### src/rtl/sequence_gen_pkg.sv
// Shared types and defaults for the serial pattern generator.
package seq_gen_pkg;

    typedef enum logic [1:0] {
        IDLE  = 2'd0,
        SHIFT = 2'd1,
        GAP   = 2'd2
    } state_e;

    localparam int unsigned DEFAULT_WIDTH    = 8;
    localparam logic [7:0]  DEFAULT_PATTERN  = 8'b0111_0001;
    localparam logic        DEFAULT_IDLE_BIT = 1'b1;

endpackage

### src/rtl/sequence_gen_if.sv
// Request/serial-output bundle of sequence_gen; the generator is the slave side.
interface sequence_gen_if #(
    parameter int unsigned REP_W = 4,
    parameter int unsigned GAP_W = 4
);
    logic             start;
    logic [REP_W-1:0] repeat_n;
    logic [GAP_W-1:0] gap;
    logic             stop;
    logic             a;
    logic             valid;
    logic             frame_start;
    logic             busy;
    logic             done;

    modport master (
        output start, repeat_n, gap, stop,
        input  a, valid, frame_start, busy, done
    );

    modport slave (
        input  start, repeat_n, gap, stop,
        output a, valid, frame_start, busy, done
    );
endinterface

### src/rtl/sequence_gen_shifter.sv
// Parallel-load shift register holding the pattern plus the index of the bit on the line.
module seq_gen_shifter
    import seq_gen_pkg::*;
#(
    parameter int unsigned      WIDTH   = DEFAULT_WIDTH,
    parameter logic [WIDTH-1:0] PATTERN = DEFAULT_PATTERN
) (
    input  logic clk,
    input  logic rst,
    input  logic load,
    input  logic shift,
    output logic next_bit,
    output logic last
);
    localparam int unsigned IDX_W = $clog2(WIDTH);

    logic [WIDTH-1:0] sr_q, sr_d;
    logic [IDX_W-1:0] idx_q, idx_d;

    always_comb begin
        sr_d  = sr_q;
        idx_d = idx_q;
        if (load) begin
            sr_d  = PATTERN;
            idx_d = IDX_W'(WIDTH - 1);
        end else if (shift) begin
            sr_d  = sr_q << 1;
            idx_d = idx_q - IDX_W'(1);
        end
    end

    always_ff @(posedge clk or posedge rst) begin
        if (rst) begin
            sr_q  <= '0;
            idx_q <= '0;
        end else begin
            sr_q  <= sr_d;
            idx_q <= idx_d;
        end
    end

    // sr_q[WIDTH-1] is the bit currently on the line; the one below it goes out next.
    assign next_bit = sr_q[WIDTH-2];
    assign last     = (idx_q == '0);

endmodule

### src/rtl/sequence_gen.sv
// Serial pattern generator: emits PATTERN MSB first, optionally repeated with idle gaps.
module sequence_gen
    import seq_gen_pkg::*;
#(
    parameter int unsigned      WIDTH    = DEFAULT_WIDTH,
    parameter logic [WIDTH-1:0] PATTERN  = DEFAULT_PATTERN,
    parameter int unsigned      REP_W    = 4,
    parameter int unsigned      GAP_W    = 4,
    parameter logic             IDLE_BIT = DEFAULT_IDLE_BIT
) (
    input  logic          clk,
    input  logic          rst,
    sequence_gen_if.slave bus
);
    state_e           state_q, state_d;
    logic [REP_W-1:0] copies_q, copies_d;
    logic [GAP_W-1:0] gap_l_q, gap_l_d;
    logic [GAP_W-1:0] gap_cnt_q, gap_cnt_d;
    logic             stop_pend_q, stop_pend_d;
    logic             a_q, a_d;
    logic             valid_q, valid_d;
    logic             fs_q, fs_d;
    logic             busy_q, busy_d;
    logic             done_q, done_d;

    logic sh_load, sh_shift, sh_next_bit, sh_last;
    logic stop_now;

    seq_gen_shifter #(
        .WIDTH  (WIDTH),
        .PATTERN(PATTERN)
    ) u_shifter (
        .clk     (clk),
        .rst     (rst),
        .load    (sh_load),
        .shift   (sh_shift),
        .next_bit(sh_next_bit),
        .last    (sh_last)
    );

    // A stop sampled on the deciding edge counts as well as one already pending.
    assign stop_now = stop_pend_q | bus.stop;

    always_comb begin
        state_d     = state_q;
        copies_d    = copies_q;
        gap_l_d     = gap_l_q;
        gap_cnt_d   = gap_cnt_q;
        stop_pend_d = stop_pend_q;
        a_d         = IDLE_BIT;
        valid_d     = 1'b0;
        fs_d        = 1'b0;
        done_d      = 1'b0;
        sh_load     = 1'b0;
        sh_shift    = 1'b0;

        unique case (state_q)
            IDLE: begin
                stop_pend_d = 1'b0;
                if (bus.start) begin
                    state_d  = SHIFT;
                    sh_load  = 1'b1;
                    copies_d = (bus.repeat_n == '0) ? '0 : bus.repeat_n - REP_W'(1);
                    gap_l_d  = bus.gap;
                    a_d      = PATTERN[WIDTH-1];
                    valid_d  = 1'b1;
                    fs_d     = 1'b1;
                end
            end
            SHIFT: begin
                stop_pend_d = stop_now;
                if (!sh_last) begin
                    sh_shift = 1'b1;
                    a_d      = sh_next_bit;
                    valid_d  = 1'b1;
                end else if (copies_q == '0 || stop_now) begin
                    state_d     = IDLE;
                    done_d      = 1'b1;
                    stop_pend_d = 1'b0;
                end else if (gap_l_q == '0) begin
                    sh_load  = 1'b1;
                    copies_d = copies_q - REP_W'(1);
                    a_d      = PATTERN[WIDTH-1];
                    valid_d  = 1'b1;
                    fs_d     = 1'b1;
                end else begin
                    state_d   = GAP;
                    gap_cnt_d = gap_l_q;
                end
            end
            GAP: begin
                stop_pend_d = stop_now;
                if (stop_now) begin
                    state_d     = IDLE;
                    done_d      = 1'b1;
                    stop_pend_d = 1'b0;
                end else if (gap_cnt_q == GAP_W'(1)) begin
                    state_d  = SHIFT;
                    sh_load  = 1'b1;
                    copies_d = copies_q - REP_W'(1);
                    a_d      = PATTERN[WIDTH-1];
                    valid_d  = 1'b1;
                    fs_d     = 1'b1;
                end else begin
                    gap_cnt_d = gap_cnt_q - GAP_W'(1);
                end
            end
            default: begin
                state_d = IDLE;
            end
        endcase

        busy_d = (state_d != IDLE);
    end

    always_ff @(posedge clk or posedge rst) begin
        if (rst) begin
            state_q     <= IDLE;
            copies_q    <= '0;
            gap_l_q     <= '0;
            gap_cnt_q   <= '0;
            stop_pend_q <= 1'b0;
            a_q         <= IDLE_BIT;
            valid_q     <= 1'b0;
            fs_q        <= 1'b0;
            busy_q      <= 1'b0;
            done_q      <= 1'b0;
        end else begin
            state_q     <= state_d;
            copies_q    <= copies_d;
            gap_l_q     <= gap_l_d;
            gap_cnt_q   <= gap_cnt_d;
            stop_pend_q <= stop_pend_d;
            a_q         <= a_d;
            valid_q     <= valid_d;
            fs_q        <= fs_d;
            busy_q      <= busy_d;
            done_q      <= done_d;
        end
    end

    assign bus.a           = a_q;
    assign bus.valid       = valid_q;
    assign bus.frame_start = fs_q;
    assign bus.busy        = busy_q;
    assign bus.done        = done_q;

endmodule
### src/flat_wrapper.sv
// flat-port wrapper written by rule: the top's interface ports become plain ports
module sequence_gen_flat import seq_gen_pkg::*;
#(
    parameter int unsigned      WIDTH    = DEFAULT_WIDTH,
    parameter logic [WIDTH-1:0] PATTERN  = DEFAULT_PATTERN,
    parameter int unsigned      REP_W    = 4,
    parameter int unsigned      GAP_W    = 4,
    parameter logic             IDLE_BIT = DEFAULT_IDLE_BIT
)
  (clk, rst, bus_start, bus_repeat_n, bus_gap, bus_stop, bus_a, bus_valid, bus_frame_start, bus_busy, bus_done);
  sequence_gen_if #(.REP_W(REP_W), .GAP_W(GAP_W)) bus_i ();
  input  logic clk;
  input  logic rst;
  input wire logic [$bits(bus_i.start)-1:0] bus_start;
  input wire logic [$bits(bus_i.repeat_n)-1:0] bus_repeat_n;
  input wire logic [$bits(bus_i.gap)-1:0] bus_gap;
  input wire logic [$bits(bus_i.stop)-1:0] bus_stop;
  output wire logic [$bits(bus_i.a)-1:0] bus_a;
  output wire logic [$bits(bus_i.valid)-1:0] bus_valid;
  output wire logic [$bits(bus_i.frame_start)-1:0] bus_frame_start;
  output wire logic [$bits(bus_i.busy)-1:0] bus_busy;
  output wire logic [$bits(bus_i.done)-1:0] bus_done;
  assign bus_i.start = bus_start;
  assign bus_i.repeat_n = bus_repeat_n;
  assign bus_i.gap = bus_gap;
  assign bus_i.stop = bus_stop;
  assign bus_a = bus_i.a;
  assign bus_valid = bus_i.valid;
  assign bus_frame_start = bus_i.frame_start;
  assign bus_busy = bus_i.busy;
  assign bus_done = bus_i.done;
  sequence_gen #(.WIDTH(WIDTH), .PATTERN(PATTERN), .REP_W(REP_W), .GAP_W(GAP_W), .IDLE_BIT(IDLE_BIT)) u_core (.clk(clk), .rst(rst), .bus(bus_i));
endmodule
### config.mk
export PLATFORM = sky130hd
export DESIGN_NAME = sequence_gen_flat
export DESIGN_NICKNAME = d
export VERILOG_FILES = /design/src/rtl/sequence_gen_pkg.sv /design/src/rtl/sequence_gen_if.sv /design/src/rtl/sequence_gen_shifter.sv /design/src/rtl/sequence_gen.sv /design/src/flat_wrapper.sv
export SDC_FILE = /design/constraint.sdc
export NUM_CORES = 1
export LEC_CHECK = 0
export ABC_CLOCK_PERIOD_IN_PS = 2350
export BUFFER_PORTS_ARGS = -buffer_cell sky130_fd_sc_hd__buf_2
export CAP_MARGIN = 10
export CORE_AREA = 2 2 65 67
export CTS_CLUSTER_SIZE = 20
export DETAILED_ROUTE_END_ITERATION = 12
export DIE_AREA = 0 0 67 69
export GPL_TIMING_DRIVEN = 0
export PLACE_DENSITY = 0.62
export SETUP_SLACK_MARGIN = 0.05
export SKIP_LAST_GASP = 1
export SLEW_MARGIN = 20
export SYNTH_ARGS = -nofsm -noshare
export SYNTH_HDL_FRONTEND = slang
export SYNTH_SLANG_ARGS = --single-unit
### constraint.sdc
create_clock -name clk -period 2.35 [get_ports clk]
set_input_delay 0.47 -clock clk [delete_from_list [all_inputs] [get_ports clk]]
set_output_delay 0.47 -clock clk [all_outputs]
set_load 0.02 [all_outputs]
==> results.md <==
- Vias per Instance: around 5.5
- Synth Instances: between 150 and 200
- Initial Util: between 40 and 50%
- Adder-cell area share of the yosys netlist: between 7 and 8%
- # setup viols final: 0
- Slew Limit Fails: 0
- Worst IR Drop VDD: between 0.6 and 0.7 mV
- Total GRT Usage: roughly 17%
- Layout overhead on the synthesized area: 14.2%
- Share of layout cells above drive strength 1: between 20% and 30%
- Delay-heaviest family, CP: compound AO/OA/AOI/OAI gates
- Die area: between 0.004 and 0.005 sq mm
- Post-CTS Hold Fix Bufs: 0
- First-pass GRT wire length: about 6000 microns
- CP bufs+invs: 1
- Max-cap viol count: 0
- Worst Path Max Fanout: 6
- CP cell instances: inv_1 > ha_1 > or3b_2 > a2111oi_4 > o311ai_0 > a22o_1
- DR WL/cell: 13.7 microns
- Gpl congestion: approximately 0.9
- Fin area: 0.00193 sq mm
- Leakage power: 0.861 nW
- Synth Area in Compound Gates: 19.2%
- Top_reg_cell synth: dfrtp_1
- Max Fclk: 456 MHz
- GR Overflow Total: 0
- Simple-gate share of the synthesized area: a little over a fifth
- CTS Sinks: 30
- I/O pins: 17
- Drt pass-1 iters: 4
- Vias post-DR: roughly 1400
- Commonest cells post-synth: 29 x dfrtp_1, 25 x nand2_1, 11 x inv_1
- Antenna violations before repair: 0
- Async set-reset flop share out of synthesis: 100%
- Mux cell area share after synthesis: 3.85%
- EDFF count, synth: 0
- Required time of the worst setup path: ~2.5 ns
- Post-Syn Nets: between 150 and 200
- Clock buffer depth: 2
- Port Buf Inserts: 16
- Final Non-Filler Cells: 248
- CP startpoint kind: register
- Final min period: between 2 and 2.5 ns
- Antenna fix cells: 0
- Count leader, synth: dfrtp_1
- Top area cells in the synthesized netlist: dfrtp_1 43%, ha_1 7.4%, nand2_1 5.6%
- Row Count: 23
- Status: finished clean
- CTS tree: done
- RSZ-0062 raised after global routing: yes
- Worst hold path class: primary input to async pin
- Crit-path slowest cell: or3b_2
- Slew @ Worst Pin: about 0.61 ns
- Post-synth cell types: 47
- Pin count of the biggest net entering global routing: 31
- Detailed Route WL: around 3400 microns
- Fin Hold WS: ~0.26 ns
- Pwr dens: between 1000 and 1500 mW/mm^2
- DIE WIDTH: between 60 and 70 microns
- H-tree levels: 2
- TNS Setup: 0 ns
- Rel. slew slack: 59.3%
- Drt drc: 0
- Clk Latency, worst-skew pair: 0.28 ns
- Fillers: ~390
- Core footprint: about 0.004 sq mm
- Top cell type's share of synthesized area: 42.9%
- Reg clk slew, reported paths: around 0.060 ns
- Largest family of logic cells by synthesized area: simple AND/OR/NAND/NOR gates
- Synth warn: 0
- PnR worst setup slack: approximately 0.16 ns
- Synth Cell Area: approximately 0.0017 sq mm
- Synth Area in XOR/XNOR: less than 1%
- Number of global-route vias before repair: 1367
- Leading area contributor after synthesis: dfrtp_1
- Initial DRC Count: slightly above 80
- Total CTS buffers: 5
- Inst Count DP: 241
- Register area share after synthesis: 44.5%
- Syn Area/Cell: roughly 9.7 sq um
- NumNets Final: around 220
- DP Worst Slack: approximately 0.06 ns
- Final ANT Viol Nets: 0
- Final HPWL DP: about 2500 microns
- Crit end category: register
- Post-DP Area: 0.00183 sq mm
- Largest stage delay on the critical path: 0.52 ns
- Crit share post-route: approximately 93%
- Total Power: 2.40 mW
- Critical path arrival: between 2 and 2.5 ns
- Post CTS Setup Buffer Count: 0
- Synthesized flop and latch total: 30
- WS Path Type: register to register
- Clock Root Buffer: clkbuf_8
- Clock Skews: a little under 0.003 ns
- Final core area utilization: 49.3%
- Final Hold Viols: 0
- Die H: slightly below 70 microns
metal layers:
metal / share of wire [%] / global-route usage, %
met5: 0 / 0
met1: 48 / 22.6
met3: 4.4 / 5.06
met4: 1.2 / 6.12
met2: 46 / 24.8
sequential cells by signal, indices dropped and copies added (netlist names):
register,count
u_core.state_q,2
u_core.bus.valid,1
u_core.bus.frame_start,1
u_core.bus.done,1
u_core.bus.a,1
u_core.u_shifter.sr_q,7
u_core.u_shifter.idx_q,3
u_core.gap_l_q,4
u_core.bus.busy,1
u_core.gap_cnt_q,4
u_core.copies_q,4
u_core.stop_pend_q,1
cell families after synthesis:
logic type	count (synthesis)
AO/OA/AOI/OAI	45
AND/OR/NAND/NOR	67
flip-flops	30
buffers and inverters	16
XOR/XNOR	1
multiplexers	6
adder cells (fa/ha/maj)	10
cell type report:
| class | count | area [sq um] | share of cell area [%] |
|---|---|---|---|
| plain buffers | 3 | 11.3 | 0.583 |
| clock buffers | 7 | 86.3 | 4.47 |
| clock inverters | 1 | 5.00 | 0.259 |
| inverters | 12 | 46.3 | 2.40 |
| multi-input cells | 129 | 887 | 45.9 |
| flip-flops and latches | 30 | 752 | 39.0 |
| well taps | 50 | 62.6 | 3.24 |
| repair buffers | 16 | 80.1 | 4.15 |
worst paths after layout:
kind / cells past startpoint / end / start / slack [ns]
max: 6 / u_core.copies_q[0] / u_core.gap_cnt_q[1] / 0.16
min: 2 / u_core.u_shifter.sr_q[1] / rst / 0.26
max reg2reg: 6 / u_core.copies_q[0] / u_core.gap_cnt_q[1] / 0.16
min reg2reg: 2 / u_core.u_shifter.sr_q[0] / u_core.u_shifter.sr_q[0] / 0.48
max in group asynchronous: 2 / u_core.u_shifter.sr_q[6] / rst / 1.69
min in group clk: 2 / u_core.gap_l_q[0] / bus_gap[0] / 0.42
worst reg2reg max path: stages, from the launching register on:
cell       delay (ns)
dfrtp_1          0.38
inv_1            0.10
ha_1             0.16
or3b_2           0.52
a2111oi_4        0.44
o311ai_0         0.24
a22o_1           0.23
cell usage in the layout (no fill, tap or decap), drive strengths merged, types with 2 or more instances in the layout:
cell type | synthesis | layout
a21o | 3 | 3
a21oi | 9 | 9
a31oi | 6 | 6
buf | 0 | 16
clkbuf | 4 | 10
clkinv | 1 | 2
dfrtp | 29 | 29
ha | 10 | 10
inv | 11 | 11
mux2 | 4 | 4
mux2i | 2 | 2
nand2 | 25 | 25
nand2b | 4 | 4
nand3 | 3 | 3
nor2 | 9 | 9
nor2b | 3 | 3
nor3 | 3 | 3
nor3b | 2 | 2
nor4 | 4 | 4
o21a | 5 | 5
o21ai | 8 | 8
o311ai | 2 | 2
o31ai | 2 | 2
or3 | 2 | 2
or3b | 2 | 2
or4 | 3 | 3
report_power, final:
part,internal [mW],switching [mW],total [mW]
combinational,0.443,0.595,1.04
clock,0.236,0.188,0.423
sequential,0.760,0.175,0.935
total,1.44,0.957,2.40
repair_timing:
action,in CTS,in global routing
resized for setup,1,2
setup endpoints to repair,1,13
endpoints found under the hold margin,0,0
pin swaps,0,1
Power figures use the tool's default switching activity.
